===== config.mk =====
export PLATFORM = sky130hd
export DESIGN_NAME = card_display_sequencer_flat
export DESIGN_NICKNAME = d
export VERILOG_FILES = /design/src/rtl/card_display_sequencer_if.sv /design/src/rtl/card_display_sequencer.sv /design/src/flat_wrapper.sv
export SDC_FILE = /design/constraint.sdc
export NUM_CORES = 1
export LEC_CHECK = 0
export BUFFER_PORTS_ARGS = -buffer_cell sky130_fd_sc_hd__buf_4
export CAP_MARGIN = 20
export CORE_UTILIZATION = 23
export CTS_CLUSTER_DIAMETER = 80
export DETAILED_ROUTE_END_ITERATION = 16
export PLACE_DENSITY_LB_ADDON = 0.15
export SETUP_SLACK_MARGIN = 0.1
export SLEW_MARGIN = 20
export SYNTH_ARGS = -nofsm -noshare
export SYNTH_HDL_FRONTEND = slang
export SYNTH_SLANG_ARGS = --single-unit

===== constraint.sdc =====
create_clock -name clk -period 2.5 [get_ports clk]
set_clock_uncertainty 0.15 [all_clocks]
set_input_delay 0.25 -clock clk [delete_from_list [all_inputs] [get_ports clk]]
set_output_delay 0.25 -clock clk [all_outputs]
set_load 0.05 [all_outputs]

===== src/rtl/card_display_sequencer_if.sv =====
// Button/number inputs and shared-bus display outputs of the card display sequencer.
interface card_display_sequencer_if #(
    parameter int DIGITS = 6
);
    localparam int PAGES = DIGITS / 3;
    localparam int PW    = (PAGES > 1) ? $clog2(PAGES) : 1;

    logic                  botao;
    logic [4*DIGITS-1:0]   numero;
    logic [6:0]            seg;
    logic [2:0]            an;
    logic [PW-1:0]         pagina;

    modport master (
        output botao,
        output numero,
        input  seg,
        input  an,
        input  pagina
    );

    modport slave (
        input  botao,
        input  numero,
        output seg,
        output an,
        output pagina
    );
endinterface


===== src/rtl/card_display_sequencer.sv =====
// Card-number display sequencer: debounced page button, 3-display multiplexed scan, BCD to 7-segment.
// Macro AUTO_SCROLL_EN adds a timed automatic page advance every SCROLL_DIV cycles.
module card_display_sequencer #(
    parameter int DIGITS     = 6,
    parameter int SCAN_DIV   = 1000,
    parameter int DEB_CYCLES = 16
`ifdef AUTO_SCROLL_EN
    ,
    parameter int SCROLL_DIV = 50_000_000
`endif
) (
    input  logic                    clk,
    input  logic                    rst_n,
    card_display_sequencer_if.slave disp
);
    localparam int PAGES = DIGITS / 3;
    localparam int PW    = (PAGES > 1) ? $clog2(PAGES) : 1;
    localparam int SW    = (SCAN_DIV > 1) ? $clog2(SCAN_DIV) : 1;
    localparam int DW    = (DEB_CYCLES > 1) ? $clog2(DEB_CYCLES) : 1;
    localparam int IW    = $clog2(DIGITS) + 1;

    typedef enum logic [1:0] {
        SLOT_0 = 2'd0,
        SLOT_1 = 2'd1,
        SLOT_2 = 2'd2
    } slot_e;

    logic          sync1_q, sync2_q;
    logic          level_q, level_d;
    logic [DW-1:0] deb_cnt_q, deb_cnt_d;
    logic          press;
    logic          page_step;
    logic [PW-1:0] page_q, page_d;
    logic [SW-1:0] scan_cnt_q, scan_cnt_d;
    logic          scan_tc;
    slot_e         slot_q, slot_d;
    logic [IW-1:0] digit_idx;
    logic [3:0]    nibble;
    logic [2:0]    an_q, an_d;
    logic [6:0]    seg_q, seg_d;

    function automatic logic [6:0] seg_decode(input logic [3:0] d);
        case (d)
            4'd0:    seg_decode = 7'b1111110;
            4'd1:    seg_decode = 7'b0110000;
            4'd2:    seg_decode = 7'b1101101;
            4'd3:    seg_decode = 7'b1111001;
            4'd4:    seg_decode = 7'b0110011;
            4'd5:    seg_decode = 7'b1011011;
            4'd6:    seg_decode = 7'b1011111;
            4'd7:    seg_decode = 7'b1110000;
            4'd8:    seg_decode = 7'b1111111;
            4'd9:    seg_decode = 7'b1111011;
            default: seg_decode = 7'b0000000;
        endcase
    endfunction

    // A new level is accepted only after DEB_CYCLES consecutive differing samples.
    always_comb begin
        // NOTE: every combinational output gets a default first so no path leaves it unassigned (no latch).
        level_d   = level_q;
        deb_cnt_d = '0;
        press     = 1'b0;
        if (sync2_q != level_q) begin
            if (deb_cnt_q == DW'(DEB_CYCLES - 1)) begin
                level_d = sync2_q;
                press   = sync2_q;
            end else begin
                deb_cnt_d = deb_cnt_q + 1'b1;
            end
        end
    end

`ifdef AUTO_SCROLL_EN
    localparam int CW = (SCROLL_DIV > 1) ? $clog2(SCROLL_DIV) : 1;

    logic [CW-1:0] scroll_cnt_q, scroll_cnt_d;
    logic          scroll_tc;

    // A press restarts the scroll interval; a coinciding terminal count still steps only once.
    assign scroll_tc = (scroll_cnt_q == CW'(SCROLL_DIV - 1));
    assign page_step = press | scroll_tc;

    always_comb begin
        scroll_cnt_d = scroll_cnt_q + 1'b1;
        if (press || scroll_tc) begin
            scroll_cnt_d = '0;
        end
    end

    always_ff @(posedge clk or negedge rst_n) begin
        if (!rst_n) begin
            scroll_cnt_q <= '0;
        end else begin
            scroll_cnt_q <= scroll_cnt_d;
        end
    end
`else
    assign page_step = press;
`endif

    always_comb begin
        page_d = page_q;
        if (page_step) begin
            page_d = (page_q == PW'(PAGES - 1)) ? '0 : page_q + 1'b1;
        end
    end

    assign scan_tc    = (scan_cnt_q == SW'(SCAN_DIV - 1));
    assign scan_cnt_d = scan_tc ? '0 : scan_cnt_q + 1'b1;

    always_ff @(posedge clk or negedge rst_n) begin
        if (!rst_n) begin
            sync1_q    <= 1'b0;
            sync2_q    <= 1'b0;
            level_q    <= 1'b0;
            deb_cnt_q  <= '0;
            page_q     <= '0;
            scan_cnt_q <= '0;
            an_q       <= 3'b000;
            seg_q      <= 7'b0000000;
        end else begin
            // NOTE: state updates are non-blocking so every register samples pre-edge values.
            sync1_q    <= disp.botao;
            sync2_q    <= sync1_q;
            level_q    <= level_d;
            deb_cnt_q  <= deb_cnt_d;
            page_q     <= page_d;
            scan_cnt_q <= scan_cnt_d;
            an_q       <= an_d;
            seg_q      <= seg_d;
        end
    end

    // Scan-slot FSM: state register.
    always_ff @(posedge clk or negedge rst_n) begin
        if (!rst_n) begin
            slot_q <= SLOT_0;
        end else begin
            slot_q <= slot_d;
        end
    end

    // Scan-slot FSM: next state.
    always_comb begin
        slot_d = slot_q;
        if (scan_tc) begin
            case (slot_q)
                SLOT_0:  slot_d = SLOT_1;
                SLOT_1:  slot_d = SLOT_2;
                default: slot_d = SLOT_0;
            endcase
        end
    end

    // Scan-slot FSM: outputs, registered one cycle later into an_q/seg_q.
    always_comb begin
        case (slot_q)
            SLOT_0:  an_d = 3'b001;
            SLOT_1:  an_d = 3'b010;
            SLOT_2:  an_d = 3'b100;
            default: an_d = 3'b000;
        endcase
        digit_idx = IW'(3) * IW'(page_q) + IW'(slot_q);
        nibble    = disp.numero[{digit_idx, 2'b00} +: 4];
        seg_d     = seg_decode(nibble);
    end

    assign disp.an     = an_q;
    assign disp.seg    = seg_q;
    assign disp.pagina = page_q;
endmodule


===== src/flat_wrapper.sv =====
// flat-port wrapper written by rule: the top's interface ports become plain ports
module card_display_sequencer_flat 
#(
    parameter int DIGITS     = 6,
    parameter int SCAN_DIV   = 1000,
    parameter int DEB_CYCLES = 16

)
  (clk, rst_n, disp_botao, disp_numero, disp_seg, disp_an, disp_pagina);
  card_display_sequencer_if #(.DIGITS(DIGITS)) disp_i ();
  input  logic clk;
  input  logic rst_n;
  input wire logic [$bits(disp_i.botao)-1:0] disp_botao;
  input wire logic [$bits(disp_i.numero)-1:0] disp_numero;
  output wire logic [$bits(disp_i.seg)-1:0] disp_seg;
  output wire logic [$bits(disp_i.an)-1:0] disp_an;
  output wire logic [$bits(disp_i.pagina)-1:0] disp_pagina;
  assign disp_i.botao = disp_botao;
  assign disp_i.numero = disp_numero;
  assign disp_seg = disp_i.seg;
  assign disp_an = disp_i.an;
  assign disp_pagina = disp_i.pagina;
  card_display_sequencer #(.DIGITS(DIGITS), .SCAN_DIV(SCAN_DIV), .DEB_CYCLES(DEB_CYCLES)) u_core (.clk(clk), .rst_n(rst_n), .disp(disp_i));
endmodule

# --- Word-level counts from Yosys, hierarchy flattened ---
# Memory sizes are Yosys's and may differ from the RTL's. A register that Yosys moved wholly into a read port is not among the register bits.
# Cells that the tools add are included.
word_totals:
  regBits: 23
  mem_bits_ro: 112
  input_bits: 27
  out_inout_bits: 11
  wordCells: 31
  mem_count: 1
classes:
  n_addsub: 4
  n_mul: 1
  n_eq_ne: 5
  shift: 1
  n_mux: 8
  n_reduce_logical: 3
mem_list:
  columns: ["memory", "depth", "width", "read_ports", "rd_ports_with_merged_regs", "write_ports", "line_no", "source"]
  rows:
  - ["(no name shown)", 16, 7, 1, 1, 0, "card_display_sequencer.sv:43", "case (d)"]
op_table:
  columns: ["cell", "n"]
  rows:
  - ["24-bit by 7-bit variable part select with 4-bit output", 1]
  - ["10-bit by 1-bit adder with 10-bit output, second input constant", 1]
  - ["10-bit equality test, second input constant", 1]
  - ["10-bit 2-to-1 mux", 1]
  - ["3-bit one-hot mux with 3 select lines", 1]
  - ["4-bit 2-to-1 mux", 2]
  - ["3-bit by 2-bit adder with 4-bit output", 1]
  - ["4-bit by 1-bit adder with 4-bit output, second input constant", 1]
  - ["4-bit equality test, second input constant", 1]
  - ["2-bit one-hot mux with 2 select lines", 1]
  - ["2-bit by 1-bit multiplier with 3-bit output, first input constant", 1]
  - ["1-bit 2-to-1 mux", 3]
  - ["2-bit by 1-bit equality test with 1-bit output, second input constant", 1]
  - ["2-bit equality test, second input constant", 1]
  - ["2-bit zero test", 1]
  - ["2-bit AND reduction", 1]
  - ["1-bit adder, second input constant", 1]
  - ["1-bit zero test", 1]
  - ["1-bit inequality test", 1]

# --- Logic depth before layout (Yosys ltp) ---
# Gate-level depths: netlist of run 1.
logic_depth:
  ltp_word: 3
  depth_mapped: 11
  ltp_nobuf: 10

# --- Worst setup path before layout of run 1 ---
# OpenSTA, ideal clock, no wires.
synth_timing:
  path_kind: "reg-to-reg"
  start: "reg u_core.page_q, in the netlist u_core.disp.pagina"
  end: "reg u_core.seg_q[3], in the netlist u_core.disp.seg[3]"
  setup_ns: 0.082
  arrival_ns: 2.719
  required_ns: 2.268
  setup_slack_ns: -0.452
  stages_incl_launch_ff: 11
  path_buffers: 1
  synth_period_minus_slack_ns: 2.952
  path_cell_list: "dfrtp_1 -> ha_1 -> fa_1 -> buf_6 -> mux2i_1 -> o22ai_1 -> nor2_1 -> inv_1 -> ha_1 -> mux2_4 -> o22ai_1"
synth_via:
  elab_chain_cells: 3
synth_lines:
  columns: ["element", "line_no", "source"]
  rows:
  - ["start, declared", "card_display_sequencer.sv:33", "logic [PW-1:0] page_q, page_d;"]
  - ["start signal, assigned", "card_display_sequencer.sv:128", "page_q <= page_d;"]
  - ["2-bit by 1-bit multiplier with 3-bit output", "card_display_sequencer.sv:164", "digit_idx = IW'(3) * IW'(page_q) + IW'(slot_q);"]
  - ["3-bit by 2-bit adder with 4-bit output", "card_display_sequencer.sv:164", null]
  - ["24-bit by 7-bit variable part select with 4-bit output", "card_display_sequencer.sv:165", "nibble = disp.numero[{digit_idx, 2'b00} +: 4];"]
  - ["end, declared", "card_display_sequencer.sv:40", "logic [6:0] seg_q, seg_d;"]
# No other way between the ends.
# A chain may end at the register's enable or synchronous reset.

# --- Final worst setup path of run 1 ---
layout_timing:
  start: "reg u_core.slot_q[0]"
  end: "reg u_core.seg_q[3], in the netlist u_core.disp.seg[3]"
layout_via:
  elab_chain_cells: 2
layout_lines:
  columns: ["element", "line_no", "source"]
  rows:
  - ["start, declared", "card_display_sequencer.sv:36", "slot_e slot_q, slot_d;"]
  - ["start signal, assigned", "card_display_sequencer.sv:140", "slot_q <= slot_d;"]
  - ["3-bit by 2-bit adder with 4-bit output", "card_display_sequencer.sv:164", null]
  - ["24-bit by 7-bit variable part select with 4-bit output", "card_display_sequencer.sv:165", null]
# No other way between the ends.

==> results of run 1 <==
[flip-flops by register name, indices dropped and copies added (netlist names)]
| register | cells |
|---|---|
| u_core.deb_cnt_q | 4 |
| u_core.disp.an | 3 |
| u_core.disp.pagina | 1 |
| u_core.disp.seg | 7 |
| u_core.level_q | 1 |
| u_core.scan_cnt_q | 10 |
| u_core.slot_q | 2 |
| u_core.sync1_q | 1 |
| u_core.sync2_q | 1 |
[cell usage in the layout (no fill, tap or decap), drive strengths merged, types with 2 or more instances in the layout]
cell / count
ha: 9
xnor2: 6
o22ai: 8
nor2: 14
nor3: 4
buf: 55
a21oi: 2
o21ai: 4
mux2: 4
nand2b: 2
dfrtp: 30
nor2b: 4
xor2: 5
nor3b: 2
nand2: 4
mux2i: 12
clkbuf: 6
dlygate4sd3: 2
nand3: 7
inv: 9
[synthesized netlist by cell type]
cell type	count	area share (%)
a21o_1	1	0.48
a21oi_1	2	0.64
a31oi_1	1	0.40
and4_1	1	0.56
buf_2	1	0.32
buf_4	1	0.48
buf_6	1	0.72
dfrtp_1	30	48
fa_1	1	1.3
ha_1	9	7.2
inv_1	8	1.9
inv_2	1	0.24
mux2_2	3	2.1
mux2_4	1	0.95
mux2i_1	12	7.6
mux4_2	1	1.4
nand2_1	4	0.95
nand2b_1	1	0.40
nand2b_2	1	0.56
nand3_1	7	2.2
nand4b_1	1	0.56
nor2_1	14	3.3
nor2b_1	4	1.6
nor3_1	3	0.95
nor3_4	1	1.0
nor3b_1	2	0.95
nor4b_1	1	0.56
o21ai_0	3	0.95
o21ai_2	1	0.56
o22ai_1	7	2.8
o22ai_2	1	0.80
o31ai_1	1	0.48
o32a_1	1	0.64
or2b_1	1	0.48
xnor2_1	6	3.3
xor2_1	5	2.8
[through the flow]
step	setup TNS (ps)	total power [mW]	setup slack, ps	cell area (sq um)
detailed placement	-1368	0.6809	-258.4	2044
CTS	-1248	1.102	-207.1	2228
floorplan	-840.1	0.6030	-187.5	1604
global route	-1528	1.146	-231.3	2272
finish	-1011	1.091	-172.4	2272
global placement	-1092	0.6784	-207.3	2044
[worst min path at each step]
stage | startpoint | to | slack, ps | cells past startpoint
after floorplan | rst_n | u_core.deb_cnt_q[0]$_DFF_PN0_ | -200 | 0
after global placement | rst_n | u_core.deb_cnt_q[3]$_DFF_PN0_ | 50 | 1
after detailed placement | rst_n | u_core.disp.an[2]$_DFF_PN0_ | 50 | 1
after CTS | u_core.sync1_q$_DFF_PN0_ | u_core.sync2_q$_DFF_PN0_ | 210 | 0
after global routing | u_core.sync1_q$_DFF_PN0_ | u_core.sync2_q$_DFF_PN0_ | 220 | 0
final | u_core.sync1_q$_DFF_PN0_ | u_core.sync2_q$_DFF_PN0_ | 200 | 0
[power breakdown]
group | total, mW | internal [mW] | switching [mW]
Combinational | 0.180 | 0.0858 | 0.0945
Clock | 0.402 | 0.221 | 0.181
Sequential | 0.509 | 0.501 | 0.00779
[critical path, delay by kind of cell, from the launching register on]
kind	cells	cell delay, ps
mux	2	430
buf+inv	1	160
compound gates	1	70
flops	1	420
fa+ha+maj	3	950
simple gates	2	380
[layout make-up]
class / count / area (sq um) / share of cell area (%)
multi-input cells: 97 / 850.8 / 37.44
flip-flops and latches: 30 / 752.0 / 33.09
repair buffers: 57 / 444.2 / 19.55
well taps: 77 / 96.34 / 4.240
clock buffers: 6 / 82.58 / 3.634
inverters: 9 / 33.78 / 1.487
clock inverters: 2 / 12.51 / 0.5507
[metal layers]
metal / track usage [%] / up-vias
li1: - / 610
met1: 11.64 / 579
met2: 17.44 / 29
met3: 3.835 / 5
met4: 4.622 / 0
met5: 0 / -
[kinds of logic after synthesis]
| logic type | synth area share, % |
|---|---|
| flip-flops | 47.73 |
| buffers and inverters | 3.659 |
| XOR/XNOR | 6.126 |
| AND/OR/NAND/NOR | 14.16 |
| adder cells (fa/ha/maj) | 8.433 |
| AO/OA/AOI/OAI | 7.717 |
| multiplexers | 12.17 |
[timing repair]
action / CTS / global route
pin swaps: 8 / 6
endpoints found under the hold margin: 31 / 0
buffers inserted: 5 / 1
endpoints found under the setup margin: 7 / 7
gates resized for setup: 9 / 7
hold buffers: 2 / 0
==> flow_summary.ini, run 1 <==
[yosys]
synth_nets = 176
syn_area_per_cell_sq_um = 11.31
synth_seq_cells = 30
netlist_area_sq_um = 1573
yosysSeqAreaShare_pct = 47.73
yosysWarningCount = 0
synth_cell_types = 36
postSynthCellCount = 139

[floorplanning]
num_rows = 29
io_pins = 38
die_y_um = 84.69
die_x_um = 84.69
dieArea_sq_um = 7172
start_util_pct = 24.35
coreArea_sq_um = 6459

[worst_setup_path]
cp_common_cell = ha_4
r2r_start = u_core.slot_q[0]$_DFFE_PN0N_
slowest_stage = fa_2
reg2reg_setup_slack_ps = -170
worstSetupPathType = register to register
path_max_fanout = 6
cp-endpoint = u_core.disp.seg[3]$_DFF_PN0_
cp-start-kind = register
cp-end-kind = register
critPathArrivalTime_ps = 2690
critical_path_required_ps = 2510
critPathLaunch = u_core.slot_q[0]$_DFFE_PN0N_
slowest_delay_ps = 650
path_cells = ha_4 -> fa_2 -> mux2i_1 -> nor3_2 -> nor3_4 -> buf_6 -> ha_4 -> mux2_4 -> o22ai_2
r2r_end = u_core.disp.seg[3]$_DFF_PN0_
reg2reg_depth = 9

[routing]
firstDrtPassIters = 11
drcViolationCount = 2
wl_met1_um = 1469
wl_met2_um = 1641
num_vias = 1223
first_iter_violations = 40
wl_per_cell_um = 11.92
post_drt_via_cell_ratio = 4.399
drt_wl_total_um = 3313
topRoutingLayerUsed = met4
detailroute.wirelength.met3_um = 159
ant_nets = 0

[clocking]
clkLatencyLatePin_ps = 280
cts_made_buffers = 5
clock_path_buffers = 2
clock_sinks = 30
cts_tree = done
htreeDepth = 2
cts-root-buf = clkbuf_8
clkTransAtPathRegs_ps = 70

[finish]
syn_to_final_growth_pct = 44.47
final_util_pct = 35.18
finalNonFillerCells = 278
nFillCells = 653
final_nets = 237
drive_above_1_share_pct = 45.77
antenna_cells = 0

[status]
status = finished, violations left
violations = design-rule violations, negative setup slack

[grt]
first_global_vias = 1375
antenna_found_initial = 0
grt_start_max_net_pins = 31
grt_pass1_wl_um = 5823
gr-total-overflow = 0
gr-usage-all-layers_pct = 10.33

[sta]
holdWs_ps = 204.7
rsz0062_at_grt = true
drv_slew = 0
fin_crit_ps = 2672
hold_viol = 0
relSlewSlack_pct = 73.30
worstMarginPinSlew_ps = 394.9
period_share_pct = 106.9
max_freq_mhz = 374.2
setup_viol = 7
setup_ws_ps = -172.4

[place]
place_inst = 262
dp.final_hpwl_um = 2538
portBuffers = 37
place.gp.congestion = 0.7849

[power]
power_density_nw_per_um2 = 480.0
p_leak_nw = 1.029
max-vdd-ir-drop_v = 0.0001873

[hold_path]
hold_class = register to register

[run]
maxCapViolations = 0
Note: power is estimated with default switching activity, not from simulation.
==> run 2, diff against run 1 <==
--- a/config.mk
+++ b/config.mk
@@ -7,6 +7,7 @@
 export LEC_CHECK = 0
 export BUFFER_PORTS_ARGS = -buffer_cell sky130_fd_sc_hd__buf_4
 export CAP_MARGIN = 20
+export CORE_MARGIN = 5
 export CORE_UTILIZATION = 23
 export CTS_CLUSTER_DIAMETER = 80
 export DETAILED_ROUTE_END_ITERATION = 16
==> flow_summary.ini, run 2 (synthesized netlist as in run 1, its figures left out) <==
[floorplanning]
start_util_pct = 23.41
io_pins = 38
coreArea_sq_um = 6719
die_x_um = 92.69
num_rows = 30
die_y_um = 92.69
dieArea_sq_um = 8591

[grt]
met3_usage_pct = 3.168
gr-total-overflow = 0
gr-usage-met2_pct = 14.32
antenna_found_initial = 0
grt_pass1_wl_um = 5761
grt_start_max_net_pins = 31
grt_most_used_layer = met2
gr-usage-all-layers_pct = 8.450
use_met1_pct = 9.622
first_global_vias = 1310

[routing]
drt_wl_total_um = 3384
drcViolationCount = 0
firstDrtPassIters = 2
num_vias = 1226
wl_per_cell_um = 12.00
post_drt_via_cell_ratio = 4.348
first_iter_violations = 21
ant_nets = 0

[power]
finalPower_mw = 1.086
max-vdd-ir-drop_v = 0.0001989
p_leak_nw = 1.046
seq_power_share_pct = 46.9
switching_share_pct = 25.86
power.share.combinational_pct = 16.1
power.internal_mw = 0.8050
p_switching_mw = 0.2808
power_density_nw_per_um2 = 475.5
clockPowerShare_pct = 37.0

[finish]
drive_above_1_share_pct = 45.05
final_area_sq_um = 2283
syn_to_final_growth_pct = 45.19
antenna_cells = 0
finalNonFillerCells = 282
largest_reg_flops = 10
regMostFlops = u_core.scan_cnt_q
layout_commonest_cell = buf_4
most-common-layout-cells = 53 x buf_4, 28 x dfrtp_1, 12 x nor2_1
final_nets = 238

[clocking]
clkLatencyLatePin_ps = 280
clock_path_buffers = 2
cts_made_buffers = 5
clock_sinks = 30
cts-root-buf = clkbuf_8
htreeDepth = 2
cts_tree = done
clkTransAtPathRegs_ps = 70

[place]
place_area_sq_um = 2061
dp.final_hpwl_um = 2690
place_inst = 265
place.gp.congestion = 0.7857
portBuffers = 37

[sta]
setup_viol = 7
worstMarginPinSlew_ps = 399.4
max_freq_mhz = 377.7
relSlewSlack_pct = 73.00
fin_crit_ps = 2647
drv_slew = 0
rsz0062_at_grt = true
hold_viol = 0
holdWs_ps = 201.9
period_share_pct = 105.9
setup_ws_ps = -147.5

[hold_path]
hold_class = register to register

[worst_setup_path]
path_max_fanout = 6
path_buf_inv = 3
critPathArrivalTime_ps = 2700
critical_path_required_ps = 2550
worstSetupPathType = register to register
cp_common_cell = buf_6
path_delay_family = adder cells
cp-start-kind = register
path_cells = buf_6 -> fa_2 -> buf_6 -> mux2i_2 -> nor3_2 -> nor2_2 -> inv_2 -> ha_4 -> mux2_4 -> o22ai_1
slowest_delay_ps = 670
cp-end-kind = register
slowest_stage = fa_2

[status]
violations = negative setup slack
status = finished, violations left

[run]
maxCapViolations = 0
==> run 2: final cells by class <==
cell class                 count  area [sq um]
multi-input combinational     97         840.8
clock buffer                   6         82.58
tap                           80         100.1
timing repair buffer          58         460.4
sequential                    30         753.2
inverter                       9         33.78
clock inverter                 2         12.51
fill                         684          4436
==> run 2: worst reg2reg max path, delay by kind of cell, from the launching register on <==
kind / cells / cell delay [ps]
adder cells (fa/ha/maj): 2 / 810
multiplexers: 2 / 490
flip-flops: 1 / 430
buffers and inverters: 3 / 340
AND/OR/NAND/NOR: 2 / 200
AO/OA/AOI/OAI: 1 / 160
==> run 2: final timing paths <==
kind | start | endpoint | slack, ps | cells past startpoint
max | u_core.disp.pagina$_DFFE_PN0P_ | u_core.disp.seg[6]$_DFF_PN0_ | -150 | 10
min | u_core.sync1_q$_DFF_PN0_ | u_core.sync2_q$_DFF_PN0_ | 200 | 0
max reg2reg | u_core.disp.pagina$_DFFE_PN0P_ | u_core.disp.seg[6]$_DFF_PN0_ | -150 | 10
min reg2reg | u_core.sync1_q$_DFF_PN0_ | u_core.sync2_q$_DFF_PN0_ | 200 | 0
max in group asynchronous | rst_n | u_core.slot_q[0]$_DFFE_PN0N_ | 1620 | 2
min in group asynchronous | rst_n | u_core.deb_cnt_q[1]$_DFF_PN0_ | 290 | 2
==> run 2: timing repair <==
action / 4_1_cts / 5_1_grt
gates cloned: 0 / 0
pin swaps: 2 / 3
setup endpoints to repair: 7 / 7
gates resized for setup: 6 / 8
hold buffers: 2 / 0
buffers inserted: 6 / 1
endpoints found under the hold margin: 31 / 0
==> run 2: metal layers <==
metal	vias to the layer above	share of wire, %	routed length (um)
met2	29	49	1670
met1	588	43	1461
met5	-	0	0
li1	605	-	-
met3	4	6.2	211
met4	0	1.2	41
==> run 2: metrics by stage <==
step / setup slack (ps) / setup TNS (ps) / util (%)
after CTS: -175.1 / -1051 / 33.30
after detailed placement: -296.6 / -1625 / 30.67
after global placement: -200.6 / -1182 / 30.67
after global routing: -270.3 / -1392 / 33.99
final: -147.5 / -641.3 / 33.99
after floorplan: -187.5 / -840.1 / -
==> run 2: power by group through the flow <==
stage                     Clock (mW)  Sequential [mW]  Combinational, mW
after floorplan                    0            0.553             0.0497
after global placement             0            0.517              0.164
after detailed placement           0            0.518              0.165
after CTS                      0.420            0.509              0.173
after global routing           0.452            0.510              0.191
final                          0.402            0.509              0.175
==> run 3, diff against run 2 <==
--- a/config.mk
+++ b/config.mk
@@ -13,6 +13,7 @@
 export DETAILED_ROUTE_END_ITERATION = 16
 export PLACE_DENSITY_LB_ADDON = 0.15
 export SETUP_SLACK_MARGIN = 0.1
+export SKIP_CTS_REPAIR_TIMING = 1
 export SLEW_MARGIN = 20
 export SYNTH_ARGS = -nofsm -noshare
 export SYNTH_HDL_FRONTEND = slang
==> flow_summary.ini, run 3 (synthesized netlist as in run 1, its figures left out) <==
[sta]
worstMarginPinSlew_ps = 399.4
setup_viol = 7
setup_ws_ps = -200.6
period_share_pct = 108.0
max_freq_mhz = 370.3
fin_crit_ps = 2701
drv_slew = 0
fin_tns_setup_ps = -1081
hold_viol = 0
relSlewSlack_pct = 73.00
rsz0062_at_grt = true

[hold_path]
hold_start = u_core.sync1_q$_DFF_PN0_
hold_class = register to register

[floorplanning]
die_y_um = 92.69
start_util_pct = 23.41
die_x_um = 92.69
num_rows = 30
dieArea_sq_um = 8591
io_pins = 38
coreArea_sq_um = 6719

[finish]
drive_above_1_share_pct = 43.72
antenna_cells = 0
regMostFlops = u_core.scan_cnt_q
final_area_sq_um = 2251
layout_commonest_cell = buf_4
final_util_pct = 33.50
multi_input_area_sq_um = 834.6
final_nets = 235
largest_reg_flops = 10
nFillCells = 685
most-common-layout-cells = 51 x buf_4, 28 x dfrtp_1, 12 x nor2_1
syn_to_final_growth_pct = 43.12
regArea_sq_um = 753.2

[routing]
drt_wl_total_um = 3363
wl_per_cell_um = 12.05
drcViolationCount = 0
first_iter_violations = 20
post_drt_via_cell_ratio = 4.366
num_vias = 1218
ant_nets = 0
firstDrtPassIters = 2

[clocking]
clock_sinks = 30
clkTransAtPathRegs_ps = 70
cts_tree = done
htreeDepth = 2
cts_made_buffers = 5
cts-root-buf = clkbuf_8
clock_path_buffers = 2
clkLatencyLatePin_ps = 280

[worst_setup_path]
path_max_fanout = 6
critPathArrivalTime_ps = 2720
critical_path_required_ps = 2520
cp-start-kind = register
worstSetupPathType = register to register
r2r_start = u_core.slot_q[0]$_DFFE_PN0N_
critPathLaunch = u_core.slot_q[0]$_DFFE_PN0N_
cp-end-kind = register

[place]
place.gp.congestion = 0.7857
dp.final_hpwl_um = 2690
portBuffers = 37
place_area_sq_um = 2061

[grt]
grt_start_max_net_pins = 31
gr-usage-all-layers_pct = 8.484
gr-total-overflow = 0
grt_pass1_wl_um = 5796
first_global_vias = 1295
antenna_found_initial = 0

[power]
p_leak_nw = 1.028
max-vdd-ir-drop_v = 0.0001985
power_density_nw_per_um2 = 481.8

[run]
maxCapViolations = 0

[status]
violations = negative setup slack
status = finished, violations left
## run 3: cell types whose count changed in the layout (fill, tap and decap cells not counted)
cell / delta
buf_4: -2
buf_6: -1
o22ai_1: +1
o22ai_2: -1
## run 3: metal layers
layer	GRT usage (%)	share of wire (%)	vias to the layer above
li1	-	-	598
met1	9.723	43	587
met2	14.26	49	29
met3	3.249	6.3	4
met4	3.297	1.2	0
met5	0	0	-
## run 3: critical path, cell delays in order (launching register included)
cell     delay, ps
dfrtp_2        440
ha_4           170
fa_2           670
mux2i_1        270
nor3_2          90
nor3_4         300
buf_4          180
ha_4           110
mux2_4         140
o22ai_1         70
## run 3: path summary, 6_finish.rpt
| path | endpoint | slack, ps | cells after the start |
|---|---|---|---|
| worst min-delay path | u_core.sync2_q$_DFF_PN0_ | 200 | 0 |
| min in group asynchronous | u_core.deb_cnt_q[1]$_DFF_PN0_ | 290 | 2 |
| worst max register to register | u_core.disp.seg[6]$_DFF_PN0_ | -200 | 9 |
| worst min register to register | u_core.sync2_q$_DFF_PN0_ | 200 | 0 |
| max in group asynchronous | u_core.slot_q[0]$_DFFE_PN0N_ | 1620 | 2 |
| worst max-delay path | u_core.disp.seg[6]$_DFF_PN0_ | -200 | 9 |
## run 3: stage by stage
| stage | hold slack (ps) | power, mW | std cells | setup WS (ps) |
|---|---|---|---|---|
| floorplan | -195.6 | 0.6030 | 139 | -187.5 |
| global route | 229.2 | 1.151 | 279 | -311.9 |
| CTS | -252.5 | 1.095 | 273 | -297.9 |
| finish | 202.1 | 1.084 | 279 | -200.6 |
| global placement | 49.86 | 0.6813 | 265 | -200.6 |
| detailed placement | 55.81 | 0.6832 | 265 | -296.6 |
## run 3: layout make-up
class	count	share of cell area, %
clock buffer	6	3.669
sequential	30	33.46
multi-input combinational	97	37.08
tap	80	4.447
clock inverter	2	0.5559
inverter	9	1.501
timing repair buffer	55	19.29
## run 3: power by group
group | switching (mW) | internal, mW
clock network | 0.184 | 0.221
logic | 0.0906 | 0.0806
registers | 0.00781 | 0.501
